`config.mk`:
```
export PLATFORM = sky130hd
export DESIGN_NAME = aes_block_serializer
export DESIGN_NICKNAME = d
export VERILOG_FILES = /design/src/rtl/aes_pkg.sv /design/src/rtl/aes_block_serializer.sv
export SDC_FILE = /design/constraint.sdc
export NUM_CORES = 1
export LEC_CHECK = 0
export ABC_AREA = 1
export BUFFER_PORTS_ARGS = -buffer_cell sky130_fd_sc_hd__buf_2
export CAP_MARGIN = 25
export CORE_MARGIN = 1.5
export CORE_UTILIZATION = 56
export CTS_BUF_LIST = sky130_fd_sc_hd__clkbuf_2 sky130_fd_sc_hd__clkbuf_4 sky130_fd_sc_hd__clkbuf_8
export DETAILED_ROUTE_END_ITERATION = 10
export PLACE_DENSITY = 0.88
export SLEW_MARGIN = 20
export SYNTH_ARGS = -nofsm -noshare
export SYNTH_HDL_FRONTEND = slang
export SYNTH_SLANG_ARGS = --single-unit
```
`constraint.sdc`:
```
create_clock -name clk -period 4.3 [get_ports clk]
set_input_delay 0 -clock clk [delete_from_list [all_inputs] [get_ports clk]]
set_output_delay 0 -clock clk [all_outputs]
set_load 0.005 [all_outputs]
```
`src/rtl/aes_pkg.sv`:
```
// Shared AES datapath constants and the serializer/deserializer
// state encodings.
package aes_pkg;

    localparam int AES_BLOCK_W   = 128;
    localparam int AES_BYTE_W    = 8;
    localparam int AES_NUM_BYTES = AES_BLOCK_W / AES_BYTE_W;

    typedef enum logic {
        S_IDLE = 1'b0,
        S_SEND = 1'b1
    } ser_state_e;

endpackage

```
`src/rtl/aes_block_serializer.sv`:
```
// Holds one cyphertext block and streams it out MSB byte first
// over a valid/ready byte interface.
module aes_block_serializer
    import aes_pkg::*;
#(
    parameter int BLOCK_W = AES_BLOCK_W,
    parameter int BYTE_W  = AES_BYTE_W
) (
    input  logic               clk,
    input  logic               rst,
    input  logic               blk_valid,
    output logic               blk_ready,
    input  logic [BLOCK_W-1:0] blk_data,
    output logic               byte_valid,
    input  logic               byte_ready,
    output logic [BYTE_W-1:0]  byte_data,
    output logic               busy,
    output logic [3:0]         byte_idx
);

    localparam int NUM_BYTES = BLOCK_W / BYTE_W;
    localparam logic [3:0] LAST_IDX = 4'(NUM_BYTES - 1);

    ser_state_e         state_q, state_d;
    logic [BLOCK_W-1:0] shreg_q, shreg_d;
    logic [3:0]         idx_q, idx_d;

    logic sending;
    logic hs;
    logic last;

    assign sending = (state_q == S_SEND);
    assign hs      = sending & byte_ready;
    assign last    = (idx_q == LAST_IDX);

    // Ready in the last-byte cycle lets the next block follow with no bubble.
    assign blk_ready  = ~sending | (hs & last);
    assign byte_valid = sending;
    assign busy       = sending;
    assign byte_idx   = idx_q;
    assign byte_data  = sending ? shreg_q[BLOCK_W-1 -: BYTE_W] : '0;

    always_comb begin
        state_d = state_q;
        shreg_d = shreg_q;
        idx_d   = idx_q;
        unique case (state_q)
            S_IDLE: begin
                if (blk_valid) begin
                    shreg_d = blk_data;
                    idx_d   = '0;
                    state_d = S_SEND;
                end
            end
            S_SEND: begin
                if (hs) begin
                    if (!last) begin
                        shreg_d = shreg_q << BYTE_W;
                        idx_d   = idx_q + 4'd1;
                    end else if (blk_valid) begin
                        shreg_d = blk_data;
                        idx_d   = '0;
                    end else begin
                        idx_d   = '0;
                        state_d = S_IDLE;
                    end
                end
            end
            default: begin
                state_d = S_IDLE;
                idx_d   = '0;
            end
        endcase
    end

    always_ff @(posedge clk) begin
        if (rst) begin
            state_q <= S_IDLE;
            shreg_q <= '0;
            idx_q   <= '0;
        end else begin
            state_q <= state_d;
            shreg_q <= shreg_d;
            idx_q   <= idx_d;
        end
    end

endmodule

```
; Yosys cells after proc, flatten, opt, wreduce, memory -nomap -nowiden
; Cells that the tools add are included.
[totals]
input_bits = 132
reg_bits = 133
wordCells = 25
[op_classes]
eq_ne = 3
bitwise = 4
n_addsub = 1
n_reduce_logical = 1
muxes = 13
[op_table]
columns = cell, count
row1 = $mux W128, 3
row2 = $pmux W128 S2, 1
row3 = $mux W4, 3
row4 = $mux W8, 1
row5 = $pmux W4 S2, 1
row6 = $add A4 B1 Y4 const B, 1
row7 = $eq A4 B4 Y1 const B, 1
row8 = $mux W1, 3
row9 = $and A1 B1 Y1, 2
row10 = $ne A2 B1 Y1 const B, 1
row11 = $ne A2 B2 Y1 const B, 1
row12 = $pmux W1 S2, 1
row13 = $reduce_and A2 Y1, 1
row14 = $not A1 Y1, 1
row15 = $or A1 B1 Y1, 1

; Longest topological paths before layout
[logic_depth]
depth_word = 4
ltp_mapped = 10
depth_no_buf = 8

; Worst setup path after synthesis
; No wires, ideal clock.
[synth_path]
path_kind = register to register
from = register idx_q[1] (netlist: byte_idx[1])
to = register shreg_q[100]
arrival_time_ps = 1306
path_slack_ps = 2885
stages_incl_launch_ff = 11
path_buffers = 2
path_cell_list = dfxtp_1 -> ha_1 -> nand2_1 -> nand2_4 -> nand2_4 -> buf_6 -> buf_4 -> nand3_1 -> nand3_1 -> nand2_1 -> inv_1
[synth_between]
elab_chain_cells = 4
[synth_rtl]
columns = item, line
row1 = "start, declared", aes_block_serializer.sv:26  ; logic [3:0] idx_q, idx_d;
row2 = "start signal, assigned", aes_block_serializer.sv:84  ; idx_q <= idx_d;
row3 = $eq A4 B4 Y1, aes_block_serializer.sv:34  ; assign last = (idx_q == LAST_IDX);
row4 = $mux W128, aes_block_serializer.sv:57  ; if (!last) begin
row5 = $mux W128, aes_block_serializer.sv:56  ; if (hs) begin
row6 = $pmux W128 S2, aes_block_serializer.sv:47  ; unique case (state_q)
row7 = "end signal, assigned", aes_block_serializer.sv:83  ; shreg_q <= shreg_d;
row8 = "end, declared", aes_block_serializer.sv:25  ; logic [BLOCK_W-1:0] shreg_q, shreg_d;
; No other way between the ends. The select of a mux whose other input is x is not followed.
; A chain may end at the register's enable or synchronous reset.

; Worst setup path after layout
[layout_path]
from = register state_q (netlist: busy)
to = output blk_ready
[layout_between]
elab_chain_cells = 3
elab_cells_between_ends = 4
classes_between = bitwise: 4
[layout_rtl]
columns = item, line
row1 = "start, declared", aes_block_serializer.sv:24  ; ser_state_e state_q, state_d;
row2 = "start signal, assigned", aes_block_serializer.sv:82  ; state_q <= state_d;
row3 = $and A1 B1 Y1, aes_block_serializer.sv:33  ; assign hs = sending & byte_ready;
row4 = $and A1 B1 Y1, aes_block_serializer.sv:37  ; assign blk_ready = ~sending | (hs & last);
row5 = $or A1 B1 Y1 (*), aes_block_serializer.sv:37
row6 = "end, declared", aes_block_serializer.sv:12  ; output logic blk_ready,
; Mark *: on every way between the ends. The rest lies on a longest branch, timed or not.

==> impl.org <==
** Timing
- Final hold violations :: 0
- Summed over all failing endpoints, the final setup total negative slack is 0 ps.
- At the pin with the least slew margin, the transition time is 983 ps.
- Final period util :: 65.7%
- Clock period minus final worst setup slack :: ~2800 ps
- The total count of max-transition violations in the final report was 0.
- Endpoints failing setup :: 0
- Setup repair after global routing left no endpoint under its margin.
- Achievable Freq :: 354 MHz
- Final setup skew :: 8.68 ps
- Remaining max-slew budget at the tightest pin :: 34.4%

** Floorplanning
- In this run the vertical extent of the chip is 119 um.
- Area of the core :: between 10000 and 15000 sq um
- The floorplan has 42 rows.
- In this run the count of I/O pins placed on the die edge is 147.
- Initial core utilization :: 57.2%
- Die outline area :: 14100 sq um
- Die width :: about 120 um

** Clock network
- In this run the deepest clock path goes through 2 buffers.
- H-Tree Level Count :: 4
- Number of clock sinks :: approximately 130
- TritonCTS built the clock tree.
- Clock transition at the registers of the reported paths :: ~70 ps
- Total CTS buffers :: 17
- Once the clock tree was built, the resizer swapped 0 gates to a different size.
- Clock latency on the worst-skew pair, taken at its later pin, is 460 ps.
- CTS root buffer :: clkbuf_8

** Power and ir drop
- The worst-case IR drop observed on VDD is 205 uV.
- Internal power summed over all cells :: 2120 uW
- Areal power density over the cells :: 325 nW/um^2
- Part of the total power dissipated in sequential elements :: 46.0%
- Per report_power, the combinational group accounts for 22.2% of the total.
- The analysis attributes to cell leakage a power of about 0.0045 uW.
- Net switching power figure :: 929 uW
- Fraction of power spent switching nets :: 30.5%
- Clk network pwr share :: 31.8%

** Worst setup path
- Cell-by-cell trace of the critical path :: nand2_8 -> nand3_1 -> inv_1 -> buf_2
- Launching point of the worst reg2reg path :: busy
- Buffering stage count on the worst path with inverters included :: 2
- On the critical path, the stage with the largest delay is an instance of dfxtp_1.
- Category of the worst setup path capture point :: output port
- Cell family with the largest share of critical-path delay :: simple AND/OR/NAND/NOR gates
- Counting buffers and inverters, the worst setup path is 4 cells deep.
- Crit-path max FO :: a little over 80
- STA classifies the critical path startpoint as a register.
- Worst EP required :: approximately 4300 ps
- In this run the register-to-register setup slack is 1700 ps.
- Number of cell instances on the worst register-to-register path :: 6
- Startpoint-to-endpoint class of the critical path :: reg2out
- Destination of the worst register-to-register timing path :: shreg_q[7]
- The largest single stage delay on the critical path is 880 ps.
- CP arrival :: 2820 ps

** Route
- Vias post-DR :: 8358
- Via/cell ratio :: approximately 5.4
- After detailed routing, the total wire length is 21000 um.
- In this run, the number of DRC markers left after iteration 0 of detailed routing was 1120.
- Drt drc :: 0
- Routed wire per std cell :: 13.4 um
- Drt pass-1 iters :: 6
- Antenna-violating nets left :: 0

** Placement
- Count of port buffers added during placement :: 146
- Summed over all nets, the half-perimeter wirelength after detailed placement is between 10000 and 15000 um.
- Routability-driven placement finished with a final weighted congestion of 0.861.

** Job
- # Max-Cap Violations :: 0

** Final layout
- Synthesis-to-finish area growth :: 25.1%
- In the final design database the tool counted 1504 nets.
- Most common library cell in the layout ignoring fill and taps :: nand2_1
- Share of post-route cells with drive strength above 1 :: 14.5%
- Final cell utilization of the core :: a little under three quarters
- The library cells used most frequently in the layout, excluding fill and tap cells, are 316 x nand2_1, 174 x o21ai_0, 145 x buf_2, 133 x dfxtp_1, 113 x inv_1.
- Number of diodes :: 0

** Global route
- The initial antenna violation count is 0.
- Global routing finished with a remaining overflow of 0.
- Overall Global Routing Usage :: between 20% and 30%
- The first global-routing pass estimated 33500 um of wire.
- The number of global-route vias before repair is 7457.
- Pin count of the biggest net entering global routing :: 128

** Synthesis
- After synthesis, the netlist uses 24 different library cells.
- The cell area that synthesis handed to floorplanning was approximately 7500 sq um.
- Among all flip-flop cells after synthesis, the most frequent one is dfxtp_1.
- Seq/Total Area, Yosys :: a little over a third
- Synth Warn # :: 0
- In the synthesized netlist the async set-or-reset flop fraction comes to 0%.
- The synthesized design contains 133 register bits.
- Synthesized Nets :: 1328
- Post-synth EDFFs :: 0
- Dividing the synthesized area by the synthesized cell count gives 6.28 sq um.
- Counting every instance in the synthesized netlist gives 1195.

** Hold path
- Worst hold path depth :: 5
- The worst hold path begins at blk_data[85].
- The tightest min-delay check is of the in2reg type.
- Hold worst-path end :: shreg_q[85]

** Status
- The flow ran to the end, and the final reports show no timing, DRC or antenna violations.
==> metal layers <==
layer  GRT usage, %  vias to the layer above  routed length [um]
met1           36.5                     3740                8740
li1               -                     4208                   -
met3           5.79                       63                1340
met2           48.2                      347               10200
met5              0                        -                   0
met4           11.9                        0                 660
==> cells by family (layout without fill, tap and decap cells) <==
family,after synthesis,count (layout),synth area share [%]
AND/OR/NAND/NOR,464,464,24.7
AO/OA/AOI/OAI,384,384,26.7
flip-flops,133,133,35.5
buffers and inverters,213,402,12.9
adder cells (fa/ha/maj),1,1,0.167
==> sequential cells by signal (all words and copies together) (netlist names) <==
signal / count
busy: 1
byte_idx: 4
shreg_q: 128
==> how the worst max path moves through the flow <==
stage / startpoint / endpoint / slack, ps
2_1_floorplan: byte_idx[1] / shreg_q[100] / 2890
3_3_place_gp: busy / shreg_q[116] / 1830
3_5_place_dp: busy / shreg_q[26] / 1770
4_1_cts: busy / blk_ready / 1500
5_1_grt: busy / blk_ready / 1250
6_report: busy / blk_ready / 1480
==> timing repair <==
action                                 CTS  global route
setup buffers                            0             0
hold buffers                           102             1
endpoints found under the hold margin  118             1
==> power groups by stage <==
| stage | clock network [uW] | registers (uW) | logic (uW) |
|---|---|---|---|
| finish | 971 | 1400 | 678 |
| global placement | 0 | 1420 | 570 |
| CTS | 970 | 1400 | 659 |
| global route | 1020 | 1410 | 762 |
| floorplan | 0 | 1410 | 463 |
| detailed placement | 0 | 1430 | 585 |
==> synth_stat cells, types with 3 or more instances <==
| cell type | instances | area share, % |
|---|---|---|
| a21oi_2 | 8 | 0.93 |
| clkbuf_1 | 34 | 1.7 |
| buf_4 | 10 | 1.0 |
| nand2_4 | 3 | 0.45 |
| buf_2 | 39 | 2.6 |
| a21boi_0 | 21 | 2.1 |
| o21ai_0 | 174 | 12 |
| a21oi_1 | 87 | 5.8 |
| dfxtp_1 | 133 | 35 |
| nand3_1 | 41 | 2.7 |
| nand4_1 | 8 | 0.67 |
| nor2_1 | 84 | 4.2 |
| buf_6 | 11 | 1.6 |
| nor3_1 | 9 | 0.60 |
| nand2_1 | 316 | 16 |
| inv_1 | 114 | 5.7 |
| o21ai_1 | 93 | 6.2 |
==> layout make-up <==
type	instances	area [sq um]
multi-input combinational	849	3900
fill	1030	3740
sequential	133	2660
timing repair buffer	253	1810
inverter	117	442
clock buffer	28	342
tap	176	220
clock inverter	4	20.0
==> worst reg2reg max path, delay by kind of cell, from the launching register on <==
family,cells,cell delay (ps)
AND/OR/NAND/NOR,4,1310
flip-flops,1,880
buffers and inverters,2,310
==> through the flow <==
stage | cells | worst slack, ps | power, uW | cell area, sq um | hold WS, ps
floorplan | 1195 | 2890 | 1870 | 7510 | 180
global placement | 1425 | 1830 | 1990 | 8000 | 291
detailed placement | 1425 | 1770 | 2010 | 8000 | 296
CTS | 1559 | 1500 | 3030 | 9380 | 0.270
global route | 1560 | 1250 | 3200 | 9390 | 24.7
finish | 1560 | 1480 | 3050 | 9390 | 4.32
Power figures use the tool's default switching activity.
